$ cat src/rtl/uart_rx.sv
// uart_rx: 8N1 serial receiver feeding the CPU rx_data/irr/ack interface.
// Two-flop synchroniser, start-bit glitch rejection, frame-error detection with
// break handling, and ack-edge consumption of received bytes.
// Optional feature: define UART_RX_FIFO_EN to replace the single holding
// register with a 4-entry circular FIFO.
module uart_rx #(
  parameter int unsigned CLKS_PER_BIT = 87
) (
  input  logic       clk,
  input  logic       reset,
  input  logic       rx,
  output logic [7:0] rx_data,
  output logic       irr,
  input  logic       ack,
  output logic       frame_err,
  output logic       overrun
);

  localparam int unsigned CntW = (CLKS_PER_BIT > 1) ? $clog2(CLKS_PER_BIT) : 1;
  localparam logic [CntW-1:0] CntBitEnd  = CntW'(CLKS_PER_BIT - 1);
  localparam logic [CntW-1:0] CntHalfEnd = CntW'(CLKS_PER_BIT / 2 - 1);

  typedef enum logic [2:0] {
    StIdle,
    StStart,
    StData,
    StStop,
    StBreak
  } state_e;

  // ---------------------------------------------------------------------------
  // Synchroniser and arming
  // ---------------------------------------------------------------------------
  logic       rx_meta_q;
  logic       rx_s_q;
  logic [1:0] fill_q;
  logic       armed_q;
  logic       armed_d;

  // fill_q marks when rx_s_q carries a real line value rather than its reset
  // value, so a line held low through reset release cannot arm the receiver.
  assign armed_d = armed_q | (fill_q[1] & rx_s_q);

  // Two-flop synchroniser plus arming latch.
  always_ff @(posedge clk or negedge reset) begin
    if (!reset) begin
      rx_meta_q <= 1'b1;
      rx_s_q    <= 1'b1;
      fill_q    <= 2'b00;
      armed_q   <= 1'b0;
    end else begin
      rx_meta_q <= rx;
      rx_s_q    <= rx_meta_q;
      fill_q    <= {fill_q[0], 1'b1};
      armed_q   <= armed_d;
    end
  end

  // ---------------------------------------------------------------------------
  // Frame FSM
  // ---------------------------------------------------------------------------
  state_e          state_q, state_d;
  logic [CntW-1:0] cnt_q, cnt_d;
  logic [2:0]      bit_idx_q, bit_idx_d;
  logic [7:0]      shift_q, shift_d;
  logic            frame_err_q, frame_err_d;
  logic            push;

  // Next-state logic: bit timing, sampling and byte push.
  always_comb begin
    state_d     = state_q;
    cnt_d       = '0;
    bit_idx_d   = bit_idx_q;
    shift_d     = shift_q;
    frame_err_d = 1'b0;
    push        = 1'b0;
    unique case (state_q)
      StIdle: begin
        if (armed_q && !rx_s_q) begin
          state_d = StStart;
        end
      end
      StStart: begin
        if (cnt_q == CntHalfEnd) begin
          if (!rx_s_q) begin
            state_d   = StData;
            bit_idx_d = 3'd0;
          end else begin
            // Start bit vanished by mid-bit: treat as a glitch.
            state_d = StIdle;
          end
        end else begin
          cnt_d = cnt_q + 1'b1;
        end
      end
      StData: begin
        if (cnt_q == CntBitEnd) begin
          shift_d = {rx_s_q, shift_q[7:1]};
          if (bit_idx_q == 3'd7) begin
            state_d = StStop;
          end else begin
            bit_idx_d = bit_idx_q + 3'd1;
          end
        end else begin
          cnt_d = cnt_q + 1'b1;
        end
      end
      StStop: begin
        if (cnt_q == CntBitEnd) begin
          if (rx_s_q) begin
            push    = 1'b1;
            state_d = StIdle;
          end else begin
            frame_err_d = 1'b1;
            state_d     = StBreak;
          end
        end else begin
          cnt_d = cnt_q + 1'b1;
        end
      end
      StBreak: begin
        // Line held low after a bad stop bit: wait silently for idle.
        if (rx_s_q) begin
          state_d = StIdle;
        end
      end
      default: state_d = StIdle;
    endcase
  end

  // FSM and datapath registers.
  always_ff @(posedge clk or negedge reset) begin
    if (!reset) begin
      state_q     <= StIdle;
      cnt_q       <= '0;
      bit_idx_q   <= 3'd0;
      shift_q     <= 8'h00;
      frame_err_q <= 1'b0;
    end else begin
      state_q     <= state_d;
      cnt_q       <= cnt_d;
      bit_idx_q   <= bit_idx_d;
      shift_q     <= shift_d;
      frame_err_q <= frame_err_d;
    end
  end

  assign frame_err = frame_err_q;

  // ---------------------------------------------------------------------------
  // Ack edge detection and byte storage
  // ---------------------------------------------------------------------------
  logic ack_q;
  logic pop_ev;
  logic drop;
  logic overrun_q, overrun_d;

  assign pop_ev = ack & ~ack_q;

  // Pop clears overrun; a dropped byte sets it in the same cycle.
  assign overrun_d = (overrun_q & ~pop_ev) | drop;

  // Ack edge register and sticky overrun flag.
  always_ff @(posedge clk or negedge reset) begin
    if (!reset) begin
      ack_q     <= 1'b0;
      overrun_q <= 1'b0;
    end else begin
      ack_q     <= ack;
      overrun_q <= overrun_d;
    end
  end

  assign overrun = overrun_q;

`ifdef UART_RX_FIFO_EN
  logic [7:0] mem_q [4];
  logic [1:0] rd_ptr_q, rd_ptr_d;
  logic [1:0] wr_ptr_q, wr_ptr_d;
  logic [2:0] count_q, count_d;
  logic [2:0] count_after_pop;
  logic       eff_pop;
  logic       wr_en;

  // FIFO control: pop is applied before push so a full FIFO can accept a byte
  // in the same cycle it is acknowledged.
  always_comb begin
    eff_pop         = pop_ev & (count_q != 3'd0);
    count_after_pop = count_q - {2'b00, eff_pop};
    rd_ptr_d        = rd_ptr_q + {1'b0, eff_pop};
    wr_en           = 1'b0;
    drop            = 1'b0;
    if (push) begin
      if (count_after_pop == 3'd4) begin
        drop = 1'b1;
      end else begin
        wr_en = 1'b1;
      end
    end
    wr_ptr_d = wr_ptr_q + {1'b0, wr_en};
    count_d  = count_after_pop + {2'b00, wr_en};
  end

  // FIFO storage and pointers.
  always_ff @(posedge clk or negedge reset) begin
    if (!reset) begin
      for (int i = 0; i < 4; i++) begin
        mem_q[i] <= 8'h00;
      end
      rd_ptr_q <= 2'd0;
      wr_ptr_q <= 2'd0;
      count_q  <= 3'd0;
    end else begin
      if (wr_en) begin
        mem_q[wr_ptr_q] <= shift_q;
      end
      rd_ptr_q <= rd_ptr_d;
      wr_ptr_q <= wr_ptr_d;
      count_q  <= count_d;
    end
  end

  assign irr     = (count_q != 3'd0);
  assign rx_data = mem_q[rd_ptr_q];
`else
  logic [7:0] hold_q, hold_d;
  logic       full_q, full_d;
  logic       full_after_pop;

  // Holding register: pop first, then accept the new byte if space remains.
  always_comb begin
    full_after_pop = full_q & ~pop_ev;
    hold_d         = hold_q;
    full_d         = full_after_pop;
    drop           = 1'b0;
    if (push) begin
      if (full_after_pop) begin
        drop = 1'b1;
      end else begin
        hold_d = shift_q;
        full_d = 1'b1;
      end
    end
  end

  // Holding register state; data is kept after the byte is consumed.
  always_ff @(posedge clk or negedge reset) begin
    if (!reset) begin
      hold_q <= 8'h00;
      full_q <= 1'b0;
    end else begin
      hold_q <= hold_d;
      full_q <= full_d;
    end
  end

  assign irr     = full_q;
  assign rx_data = hold_q;
`endif

endmodule
$ cat config.mk
export PLATFORM = sky130hd
export DESIGN_NAME = uart_rx
export DESIGN_NICKNAME = d
export VERILOG_FILES = /design/src/rtl/uart_rx.sv
export SDC_FILE = /design/constraint.sdc
export NUM_CORES = 1
export LEC_CHECK = 0
export CORE_MARGIN = 3
export CORE_UTILIZATION = 40
export DETAILED_ROUTE_END_ITERATION = 16
export DONT_BUFFER_PORTS = 1
export GPL_ROUTABILITY_DRIVEN = 0
export PLACE_DENSITY = 0.65
export SETUP_SLACK_MARGIN = 0.4
export SYNTH_ARGS = -nofsm -noshare
export SYNTH_HDL_FRONTEND = slang
export SYNTH_SLANG_ARGS = --single-unit
$ cat constraint.sdc
create_clock -name clk -period 4.8 [get_ports clk]
set_clock_uncertainty 0.1 [all_clocks]
set_input_delay 0.96 -clock clk [delete_from_list [all_inputs] [get_ports clk]]
set_output_delay 0.96 -clock clk [all_outputs]
set_load 0.05 [all_outputs]
# == Word level (Yosys, flattened, before mapping) ==
# Index checks and enable logic that the tools add are counted.
# word_totals
register_bits,38
latch_bits,0
ramBits,0
romBits,0
inputBits,4
out_inout_bits,11
wordCells,74
memories,0
# classes
addsub,2
multipliers,0
div_mod_pow,0
n_lt_le_gt_ge,0
n_eq_ne,15
shift,0
muxes,26
bitwise_logic,9
n_reduce_logical,9
# ops
op,count
$mux 3,11
$ne 2x2->1 const B,8
$pmux 3 s5,1
$mux 7,2
$pmux 7 s2,1
$mux 1,9
$add 7x1->7 const B,1
$eq 7x6->1 const B,1
$eq 7x7->1 const B,1
$eq 3x2->1 const B,2
$eq 3x3->1 const B,2
$pmux 3 s2,1
$reduce_and 6->1,1
$reduce_and 5->1,1
$and 1x1->1,4
$reduce_and 2->1,2
$add 3x1->3 const B,1
$eq 3x1->1 const B,1
$logic_not 3->1,1
$not 1->1,3
$mux 2,1
$or 1x1->1,2
$reduce_bool 2->1,1
$reduce_or 2->1,1
2 further kinds,2

# == Longest topological paths before layout ==
# depth
ltp_word,7
ltp_mapped,7
depth_no_buf,6

# == Worst setup path after synthesis ==
# No wires, ideal clock.
# synth_timing
path_type,input -> register
start,input port ack
end,"register hold_q[0], in the netlist rx_data[0]"
setup_time_ns,0.125
arrival_time_ns,1.641
required_ns,4.575
slack_ns,2.934
cell_stages,3
path_buffers,0
cell_sequence,nand2_1 a21oi_4 mux2_2
# synth_between
elab_chain_cells,5
# synth_lines
element,line,source
from (decl),14,"input logic ack,"
$and 1x1->1,158,assign pop_ev = ack & ~ack_q;
$not 1->1,232,full_after_pop = full_q & ~pop_ev;
$and 1x1->1,232,
$not 1->1 (no line),n/a,
$reduce_and 2->1 (no line),n/a,
to (signal assigned),252,hold_q <= hold_d;
to (decl),226,"logic [7:0] hold_q, hold_d;"
# Every way passes these cells.
# A chain may end at the register's enable or synchronous reset.

# == Worst setup path after layout ==
# layout_timing
start,"register full_q, in the netlist irr"
end,output port irr
# layout_rtl
element,line,source
from (decl),227,"logic full_q, full_d;"
from (signal assigned),253,full_q <= full_d;
to (decl),13,"output logic irr,"
# No word-level cell between the ends.

==> key figures <==
Critical path
  – Reg-to-Reg End: bit_idx_q[0]$_DFFE_PN0P_
  – CP Capture Type: output pin
  – Critical path data required time: 3740 ps
  – WS Path Type: flop to output pin
  – Startpoint types: flop
  – Arrival time at the worst endpoint: 1020 ps
  – R2R Setup Slk: 2820 ps
  – Depth of the worst register-to-register path: 6
  – CP max FO: 4
  – R2r startpoint: cnt_q[0]$_DFF_PN0_

Cells and area
  – Fin nets: 138
  – # diodes: 0
  – Area Growth Syn to Fin: 7.61%
  – Design Area, Final: 1790 um2
  – Final cell count without fillers: 179
  – Layout cells sized above 1: 0.237

Placement
  – Dpl cells: 171
  – HPWL after detailed placement: 1760 um
  – Dpl cell area: 1690 um2
  – PortBufs: 0

Clock network
  – Clk_lat worst skew: 290 ps
  – Inserted Clock Buffers: 5
  – Maximum clock path buffer count: 2
  – Setup Fix Bufs, Post-CTS: 0
  – Clk sinks: 38
  – # H-tree levels: 2
  – # resized after CTS: 0
  – Reg clk slew, reported paths: 80 ps
  – CTS tree: built
  – Root Driver: clkbuf_8
  – Hold_buf cts: 0

Timing
  – Slew headroom: 0.600
  – Number of setup violations in the final report: 0
  – Final hold viol count: 0
  – Final Critical Period: 2080 ps
  – Sum of negative setup slack: 0 ps
  – Worst-Margin Slew: 600 ps
  – Fmax: 481 MHz
  – RSZ-0062 raised after global routing: false
  – Final hold slack: 259 ps
  – Slew Viols, Final: 0
  – Final period utilization: 0.433

Logic synthesis
  – Syn Std Cell Area: 1660 um2
  – Top FF cell, synth: dfrtp_1
  – Ys async rst share: 1.00
  – Sequential fraction of the synthesis area: 0.574
  – Synth warnings: 0
  – Synth cell types: 38
  – Post-synth EDFFs: 0
  – Post-synthesis instance total: 128
  – Post-Synthesis Net Count: 136
  – FF+latch count, synth: 38
  – Syn avg cell area: 13.0 um2

Pwr
  – Maximum VDD drop: 0.000339 V
  – Total power: 0.732 mW
  – Pwr dens: 410 nW/um2
  – Lkg Pwr: 0.834 nW

GRT
  – Total GRT Usage: 0.116
  – Congestion Overflow GR: 0
  – Number of global-route vias before repair: 947
  – Maximum number of pins on one net before global-route repair: 39
  – First-pass GRT wire length: 4520 um
  – Initial antenna violation count: 0

Detailed routing
  – Avg WL per Cell: 14.3 um
  – DRC errors left: 0
  – Antenna-violating nets left: 0
  – Via density per instance: 5.21
  – Overall via count from detail_route: 932
  – Pre-antenna DRT Iters: 3
  – Final wirelength: 2560 um
  – DR iter-0 viols: 16

Floorplanning
  – Starting Density: 0.434
  – Chip Width: 70.4 um
  – Full die area: 4960 um2
  – Core area: 3830 um2
  – Ports: 15
  – Row Count: 22
  – Die height: 70.4 um

Outcome
  – Status: completed

Worst hold path
  – HP Class: primary input to asynchronous set/reset pin

Flow run
  – Maxcap violations: 0
## through the flow
stage	worst slack (ps)	util
floorplan	2930	-
global placement	2860	0.441
detailed placement	2810	0.441
CTS	2710	0.467
global route	2670	0.467
finish	2720	0.467
## state kept, by name, indices dropped and copies added, names as in the netlist
register / flops
bit_idx_q: 3
frame_err: 1
ack_q: 1
cnt_q: 7
fill_q: 2
overrun: 1
rx_data: 8
irr: 1
armed_q: 1
rx_s_q: 1
rx_meta_q: 1
shift_q: 8
state_q: 3
## kinds of logic after synthesis
logic type	after synthesis	synth area share
AOI/OAI and AO/OA	16	0.0867
DFF	38	0.574
other	1	0.00226
adders and majority gates	4	0.0301
buffers and inverters	8	0.0264
and+or+nand+nor	38	0.133
muxes	17	0.115
xor gates and xnor gates	6	0.0317
## synthesized netlist by cell type (2+ instances only)
cell       n  share of area
nor3_1     2         0.0060
and4b_1    2          0.012
nand3_1    2         0.0060
inv_1      3         0.0068
a21oi_1    3         0.0090
a32oi_1    2          0.011
a22o_1     2          0.011
nor2b_1    3          0.011
dfstp_2    2          0.032
dfrtp_1   36           0.54
nand2_1    6          0.014
xor2_1     2          0.011
nand2b_1   3          0.011
nor2_1    13          0.029
mux2_2    17           0.12
buf_2      2         0.0060
ha_1       4          0.030
xnor2_1    4          0.021
## how the worst max path moves through the flow
stage                  startpoint  cells past startpoint  slack [ps]                endpoint
floorplan                     ack                      3        2930  rx_data[0]$_DFFE_PN0P_
global placement              ack                      3        2860  rx_data[5]$_DFFE_PN0P_
detailed placement            ack                      3        2810  rx_data[2]$_DFFE_PN0P_
CTS                 irr$_DFF_PN0_                      0        2710                     irr
global route        irr$_DFF_PN0_                      0        2670                     irr
finish              irr$_DFF_PN0_                      0        2720                     irr
## per-layer routing
| layer | vias up | routed length [um] | track usage |
|---|---|---|---|
| met1 | 463 | 1200 | 0.154 |
| met5 | - | 0 | 0 |
| met2 | 16 | 1160 | 0.162 |
| met4 | 0 | 37 | 0.0574 |
| li1 | 449 | - | - |
| met3 | 4 | 156 | 0.0489 |
## placed cells by master (no fill, tap or decap), types with 2 or more instances in the layout
master	Yosys	layout
a21oi_1	3	3
a22o_1	2	2
a32oi_1	2	2
and4b_1	2	2
clkbuf_8	0	6
dfrtp_1	36	36
dfstp_2	2	2
ha_1	4	4
inv_1	3	3
mux2_2	17	17
nand2_1	6	6
nand2b_1	3	3
nand3_1	2	2
nor2_1	13	13
nor2b_1	3	3
nor3_1	2	2
xnor2_1	4	4
xor2_1	2	2
## where the power goes
group | total, mW | internal, mW | switching (mW)
sequential | 0.391 | 0.351 | 0.0398
combinational | 0.110 | 0.0537 | 0.0561
clock | 0.232 | 0.118 | 0.114
## area by class of cell
| type | count | area [um2] |
|---|---|---|
| inverter | 3 | 11.3 |
| clock buffer | 6 | 82.6 |
| tap | 48 | 60.1 |
| fill | 328 | 2040 |
| clock inverter | 2 | 16.3 |
| multi-input combinational | 82 | 663 |
| sequential | 38 | 953 |
No activity file was read; power rests on OpenSTA's default activity.
